$ cat src/rtl/mem_port_arbiter.sv
// mem_port_arbiter
//   Arbitrates the CPU instruction port (imem_*) and data port (dmem_*) onto
//   a single downstream L2 port (l2_*). Each serviced request gets exactly one
//   single-cycle *_resp pulse carrying the read data (0 for writes and
//   timeouts).
// Ports
//   clk, rst_n              clock, synchronous active-low reset
//   imem_* / dmem_*         requester ports: address, wdata, read, write,
//                           byte_enable in; rdata, resp out
//   l2_*                    registered downstream request, rdata/resp back
//   timeout_err             sticky watchdog flag, cleared only by reset
module mem_port_arbiter #(
    parameter int ADDR_W  = 16,
    parameter int DATA_W  = 16,
    parameter int TIMEOUT = 255
) (
    input  logic              clk,
    input  logic              rst_n,
    input  logic [ADDR_W-1:0] imem_address,
    input  logic [DATA_W-1:0] imem_wdata,
    input  logic              imem_read,
    input  logic              imem_write,
    input  logic [1:0]        imem_byte_enable,
    output logic [DATA_W-1:0] imem_rdata,
    output logic              imem_resp,
    input  logic [ADDR_W-1:0] dmem_address,
    input  logic [DATA_W-1:0] dmem_wdata,
    input  logic              dmem_read,
    input  logic              dmem_write,
    input  logic [1:0]        dmem_byte_enable,
    output logic [DATA_W-1:0] dmem_rdata,
    output logic              dmem_resp,
    output logic [ADDR_W-1:0] l2_address,
    output logic [DATA_W-1:0] l2_wdata,
    output logic              l2_read,
    output logic              l2_write,
    output logic [1:0]        l2_byte_enable,
    input  logic [DATA_W-1:0] l2_rdata,
    input  logic              l2_resp,
    output logic              timeout_err
);

    typedef enum logic [1:0] {IDLE, BUSY, RESP} state_t;

    localparam int CNT_W = (TIMEOUT > 1) ? $clog2(TIMEOUT + 1) : 1;
    localparam logic [CNT_W-1:0] TO_VAL = CNT_W'(TIMEOUT);

    state_t            state, next_state;
    logic              grant_d;     // 1 = data port owns the current transaction
    logic              last_d;      // round-robin history: 1 = data won last contention
    logic [CNT_W-1:0]  wd_cnt;

    logic              pend_i, pend_d, sel_d, timed_out;
    logic [ADDR_W-1:0] req_addr;
    logic [DATA_W-1:0] req_wdata;
    logic              req_wr;
    logic [1:0]        req_be;
    logic [DATA_W-1:0] ret_data;

    assign pend_i = imem_read | imem_write;
    assign pend_d = dmem_read | dmem_write;
    // Under contention, the port that did not win last time gets the grant.
    assign sel_d  = pend_d & (~pend_i | ~last_d);

    assign req_addr  = sel_d ? dmem_address : imem_address;
    assign req_wdata = sel_d ? dmem_wdata   : imem_wdata;
    assign req_wr    = sel_d ? dmem_write   : imem_write;
    assign req_be    = sel_d ? dmem_byte_enable : imem_byte_enable;

    assign timed_out = (TIMEOUT != 0) && (wd_cnt >= TO_VAL);
    // Writes and watchdog expiries hand back zero.
    assign ret_data  = (l2_resp && !l2_write) ? l2_rdata : '0;

    // State register
    always_ff @(posedge clk) begin
        if (!rst_n) state <= IDLE;
        else        state <= next_state;
    end

    // Next-state logic
    always_comb begin
        next_state = state;
        case (state)
            IDLE:    if (pend_i || pend_d)     next_state = BUSY;
            BUSY:    if (l2_resp || timed_out) next_state = RESP;
            RESP:    next_state = IDLE;
            default: next_state = IDLE;
        endcase
    end

    // Outputs: the completion pulse lives exactly in RESP.
    always_comb begin
        imem_resp = 1'b0;
        dmem_resp = 1'b0;
        if (state == RESP) begin
            imem_resp = ~grant_d;
            dmem_resp = grant_d;
        end
    end

    // Datapath: latched request, returned data, watchdog.
    always_ff @(posedge clk) begin
        if (!rst_n) begin
            grant_d        <= 1'b0;
            last_d         <= 1'b0;
            wd_cnt         <= '0;
            l2_address     <= '0;
            l2_wdata       <= '0;
            l2_read        <= 1'b0;
            l2_write       <= 1'b0;
            l2_byte_enable <= 2'b00;
            imem_rdata     <= '0;
            dmem_rdata     <= '0;
            timeout_err    <= 1'b0;
        end else begin
            case (state)
                IDLE: begin
                    if (pend_i || pend_d) begin
                        grant_d        <= sel_d;
                        if (pend_i && pend_d) last_d <= sel_d;
                        wd_cnt         <= '0;
                        l2_address     <= req_addr;
                        l2_wdata       <= req_wdata;
                        // Write wins when both strobes are up; reads fetch the full word.
                        l2_write       <= req_wr;
                        l2_read        <= ~req_wr;
                        l2_byte_enable <= req_wr ? req_be : 2'b11;
                    end
                end
                BUSY: begin
                    if (wd_cnt != '1) wd_cnt <= wd_cnt + 1'b1;
                    if (l2_resp || timed_out) begin
                        l2_read  <= 1'b0;
                        l2_write <= 1'b0;
                        if (!l2_resp) timeout_err <= 1'b1;
                        if (grant_d) dmem_rdata <= ret_data;
                        else         imem_rdata <= ret_data;
                    end
                end
                default: ;
            endcase
        end
    end

endmodule

$ cat config.mk
export PLATFORM = sky130hd
export DESIGN_NAME = mem_port_arbiter
export DESIGN_NICKNAME = d
export VERILOG_FILES = /design/src/rtl/mem_port_arbiter.sv
export SDC_FILE = /design/constraint.sdc
export NUM_CORES = 1
export LEC_CHECK = 0
export CORE_MARGIN = 4
export CORE_UTILIZATION = 36
export DETAILED_ROUTE_END_ITERATION = 6
export PLACE_DENSITY_LB_ADDON = 0.1
export SLEW_MARGIN = 20
export SYNTH_ARGS = -nofsm -noshare
export SYNTH_HDL_FRONTEND = slang
export SYNTH_SLANG_ARGS = --single-unit
$ cat constraint.sdc
create_clock -name clk -period 4.3 [get_ports clk]
set_input_delay 0.86 -clock clk [delete_from_list [all_inputs] [get_ports clk]]
set_output_delay 0.86 -clock clk [all_outputs]
set_load 0.01 [all_outputs]
After elaboration in Yosys (flattened, before gate mapping)
Index checks and enable logic that the tools add are counted.
Word-level totals
  flip-flop bits (word level): 81
  input port bits: 91
  output and inout bits: 71
  logic and storage cells: 63
Cells by class
  $add $sub $neg: 1
  order comparisons: 1
  equality and inequality tests: 6
  muxes and demuxes: 19
  bitwise logic cells: 9
  reductions and logical operators: 15
Operator list (count)
  16-bit two-way mux: 3
  3-bit AND reduction: 6
  8-bit two-way mux: 2
  8-bit one-hot mux with 2 select lines: 1
  8-bit by 1-bit adder with 8-bit output, second input constant: 1
  8-bit greater-or-equal comparator, second input constant: 1
  2-bit two-way mux: 4
  8-bit != test, second input constant: 1
  1-bit two-way mux: 6
  2-bit != test, second input constant: 3
  1-bit NOT: 5
  1-bit one-hot mux with 2 select lines: 2
  2-bit one-hot mux with 2 select lines: 1
  2-bit AND reduction: 2
  1-bit OR: 3
  2-bit by 1-bit == test with 1-bit output, second input constant: 1
  2-bit == test, second input constant: 1
  1-bit logical AND: 2
  2-bit logical NOT: 1
  1-bit logical OR: 2
  2-bit nonzero test: 1
  1-bit AND: 1
  1-bit logical NOT: 1

Logic depth before layout (Yosys ltp)
  word-level depth: 8
  mapped depth: 6
  gate-level depth less buffers: 5

Worst setup path after synthesis
OpenSTA, ideal clock, no wires.
  kind: input -> register
  start: in imem_read
  end: reg l2_byte_enable[0]
  setup time: 156 ps
  arrival: 1749 ps
  data required time: 4144 ps
  setup slack: 2395 ps
  stages on the path: 4
  buffers on the path: 0
  path through: nand2_1 a21oi_1 a2111oi_0 a21oi_1
On the way
  cells in the longest elaborated chain, start to end: 6
  elaborated cells on any way between the ends: 9
  those cells by class: 3 x mux; 4 x bitwise; 2 x reduce/logical
RTL lines
  from (decl): RTL line 21  | input logic imem_read,
  1-bit OR (*): RTL line 60  | assign pend_i = imem_read | imem_write;
  1-bit NOT: RTL line 63  | assign sel_d = pend_d & (~pend_i | ~last_d);
  1-bit OR: RTL line 63
  1-bit AND: RTL line 63
  2-bit two-way mux or 1-bit two-way mux (tied branches): RTL line 68, 67
  2-bit two-way mux: RTL line 127  | l2_byte_enable <= req_wr ? req_be : 2'b11;
  to (signal assigned): RTL line 127
  to (decl): RTL line 37  | output logic [1:0] l2_byte_enable,
Mark *: on every way between the ends. The rest lies on a longest branch, timed or not.
A chain may end at the register's enable or synchronous reset.

Worst setup path in the final report
  start: reg grant_d
  end: out dmem_resp
On the way
  cells in the longest elaborated chain, start to end: 1
RTL lines
  from (decl): RTL line 49  | logic grant_d;
  from (signal assigned): RTL line 119  | grant_d <= sel_d;
  1-bit two-way mux: RTL line 95  | if (state == RESP) begin
  to (decl): RTL line 32  | output logic dmem_resp,
Every way passes these cells.

==> out/qor.txt <==
Hold Path Cell Cnt -> 1
CP Data Required Time -> 3440 ps
Routed Antenna Nets -> 0
Post-synth EDFFs -> 0
Syn Nets -> 401
Syn_area_per_cell -> 10.41 um^2
Net Sw Power -> 516.0 uW
Clock Root Buffer -> clkbuf_8
TritonCTS buffer count -> 9
Reg clk slew, reported paths -> 90 ps
Synth Cell Area -> 3218 um^2
Chip Width -> 102.5 um
Residual DRC -> 0
Crit path capture type -> output pin
Final #Nets -> 558
DP HPWL -> 6724 um
DR WL/cell -> 15.93 um
Port bufs -> 161
Max incr delay on CP -> 590 ps
Gate power share -> 22.3%
Vias in the first global route -> 2880
RSZ-0062 raised after global routing -> no
Simple-gate share of the synthesized area -> 8.087%
Peak Freq -> 376.6 MHz
Share of cells above drive strength 1 -> 6.369%
YS warnings -> 0
Post-CTS setup buffers -> 0
Primary FF master, synth -> dfxtp_1
Initial DRC Count -> 61
Setup Viol. Count Final -> 0
Gpl congestion -> 0.8049
Count of cell types in the netlist -> 41
Antenna violations before repair -> 0
Slew @ Worst Pin -> 920.8 ps
Die height -> 102.5 um
CTS tree -> built
H-tree depth -> 3
# rows -> 34
Pre-Repair DR Iteration Count -> 4
Crit path time final -> 2655 ps
Initial Util -> 36.90%
Net Sw Frac -> 27.18%
Final worst-path cycle share -> 61.75%
Post-synthesis sequential area ratio -> 50.39%
Worst vdd rail ir drop -> 220.8 uV
Slew margin rel. -> 38.15%
Core area -> 8721 um^2
Max Root-Sink Buffers -> 2
Xor-xnor portion of the synthesized cell area -> 1.089%
CTS sink count -> 81
Mapped Cells -> 309
P&R area growth vs syn -> 59.68%
Power Dens Cells -> 369.4 nW/um^2
Die area -> 10520 um^2
Diode count -> 0
Final core occ -> 58.92%
Final Hold Fails -> 0
Ports -> 162
First-pass GRT wire length -> 14320 um
Worst Setup Start Kind -> flip-flop
Fraction of registers with async set/reset -> 0%
Crit path DAT -> 1800 ps
PostCTS Resize Cnt -> 0
Leak Pwr -> 0.001931 uW
Final wirelength -> 9223 um
Crit path cell chain -> inv_1 > nor3b_1 > clkdlybuf4s50_1
Synth Area in Adders -> 0.3888%
Flops & latches, synth -> 81
Clock power frac -> 33.1%
CP Class -> flip-flop to output pin
Hold crit path type -> flip-flop to flip-flop
All-Layer GR Usage -> 17.47%
Routed via count -> 2920
Clock Latency Late Sink -> 350 ps
Top delay family on crit path -> buffers and inverters
Flop pwr share -> 44.6%
Grt ovf -> 0
Status -> complete, no violations
Reg2Reg Depth -> 4
Internal power -> 1382 uW
Setup TNS -> 0 ps
Post-synthesis compound-gate area fraction -> 25.27%
Clock skew -> 11.70 ps
Pin count of the biggest net entering global routing -> 42
Avg Vias per Cell -> 5.043
Mux contribution to synthesized area -> 11.24%
WP depth -> 3
CP bufs+invs -> 2
Largest family of logic cells by synthesized area -> compound AO/OA/AOI/OAI gates
Slowest cell on the critical path -> clkdlybuf4s50_1
CTS Hold Bufs -> 0
Crit-path max FO -> 4
Max-Cap Viols -> 0
Final Max Slew Viols -> 0
## power by group through the flow
stage               clock (uW)  sequential [uW]  combinational (uW)
global route               674              856                 457
global placement             0              862                 427
CTS                        647              847                 430
finish                     628              847                 423
detailed placement           0              863                 428
floorplan                    0              885                 169
## per-layer routing
layer | GRT usage [%] | vias to the layer above | part of all wire [%]
met5 | 0 | - | 0
met4 | 6.155 | 0 | 1.8
met3 | 6.969 | 16 | 8.5
met2 | 27.41 | 108 | 46
met1 | 21.83 | 1336 | 43
li1 | - | 1460 | -
## layout by cell type (no fill, tap or decap), types with 3 or more instances in the layout
master / synthesis / routed
dfxtp_1: 81 / 81
mux2i_1: 35 / 35
clkdlybuf4s50_1: 0 / 161
o21ai_0: 37 / 36
a21oi_1: 38 / 38
buf_4: 4 / 5
nand2_1: 6 / 6
a22o_1: 32 / 32
nand3_1: 4 / 4
clkbuf_8: 0 / 9
and2_1: 3 / 3
xor2_1: 3 / 3
inv_6: 0 / 3
nor2_1: 13 / 13
## worst reg2reg max path, stage by stage, from the launching register on
cell,delay [ps]
dfxtp_1,510
and2b_1,460
o21ai_1,250
or4_1,510
a21oi_1,140
## cell families after synthesis
kind of cell / count (synthesis)
AOI/OAI and AO/OA: 122
DFF: 81
and+or+nand+nor: 43
muxes: 36
buffers and inverters: 22
xor gates and xnor gates: 4
adders and majority gates: 1
## per-stage QoR
step                worst slack [ps]  std cells  hold WS (ps)  cell area, um^2  power (uW)
floorplan                       2395        309         472.3             3218        1054
global placement                1481        563         454.5             4915        1288
detailed placement              1486        563         458.3             4915        1290
CTS                             1608        579         484.6             5139        1924
global route                    1533        579         499.8             5139        1987
finish                          1645        579         478.3             5139        1898
## sequential cells by signal, indices dropped and copies added, names as in the netlist, 2 cells and up
signal,flops
dmem_rdata,16
l2_address,16
wd_cnt,8
imem_rdata,16
state,2
l2_byte_enable,2
l2_wdata,16
## final cells by class
class	instances	area (um^2)
fill	776	3582
timing repair buffer	166	1649
sequential	81	1622
multi-input combinational	206	1501
tap	108	135.1
clock buffer	9	123.9
clock inverter	7	100.1
inverter	2	7.507
## cells in the mapped netlist, types with 2 or more instances
cell / n / area share [%]
nor4_1: 2 / 0.39
buf_4: 4 / 0.93
a21oi_1: 38 / 5.9
nand2_1: 6 / 0.70
and3_1: 2 / 0.39
nor4_4: 2 / 1.3
inv_1: 2 / 0.23
o21ai_1: 2 / 0.31
nand2b_1: 2 / 0.39
xor2_1: 3 / 0.82
nand3_1: 4 / 0.62
nor2_1: 13 / 1.5
dfxtp_1: 81 / 50
clkbuf_1: 8 / 0.93
nand4_1: 2 / 0.39
buf_2: 7 / 1.1
o211ai_1: 2 / 0.47
a22o_1: 32 / 8.7
a31oi_4: 2 / 1.3
and2_1: 3 / 0.58
mux2i_1: 35 / 11
nor3b_1: 2 / 0.47
o21ai_0: 37 / 5.8
## final timing paths
kind                                            startpoint                    endpoint  slack (ps)
worst min register to register  imem_rdata[6]$_SDFFE_PN0P_  imem_rdata[6]$_SDFFE_PN0P_         480
worst max register to register       state[0]$_SDFFE_PN0P_      wd_cnt[5]$_SDFFE_PN0P_        2370
worst min-delay path            imem_rdata[6]$_SDFFE_PN0P_  imem_rdata[6]$_SDFFE_PN0P_         480
worst max-delay path                  grant_d$_SDFFE_PN0P_                   dmem_resp        1640
Note: power is estimated with default switching activity, not from simulation.
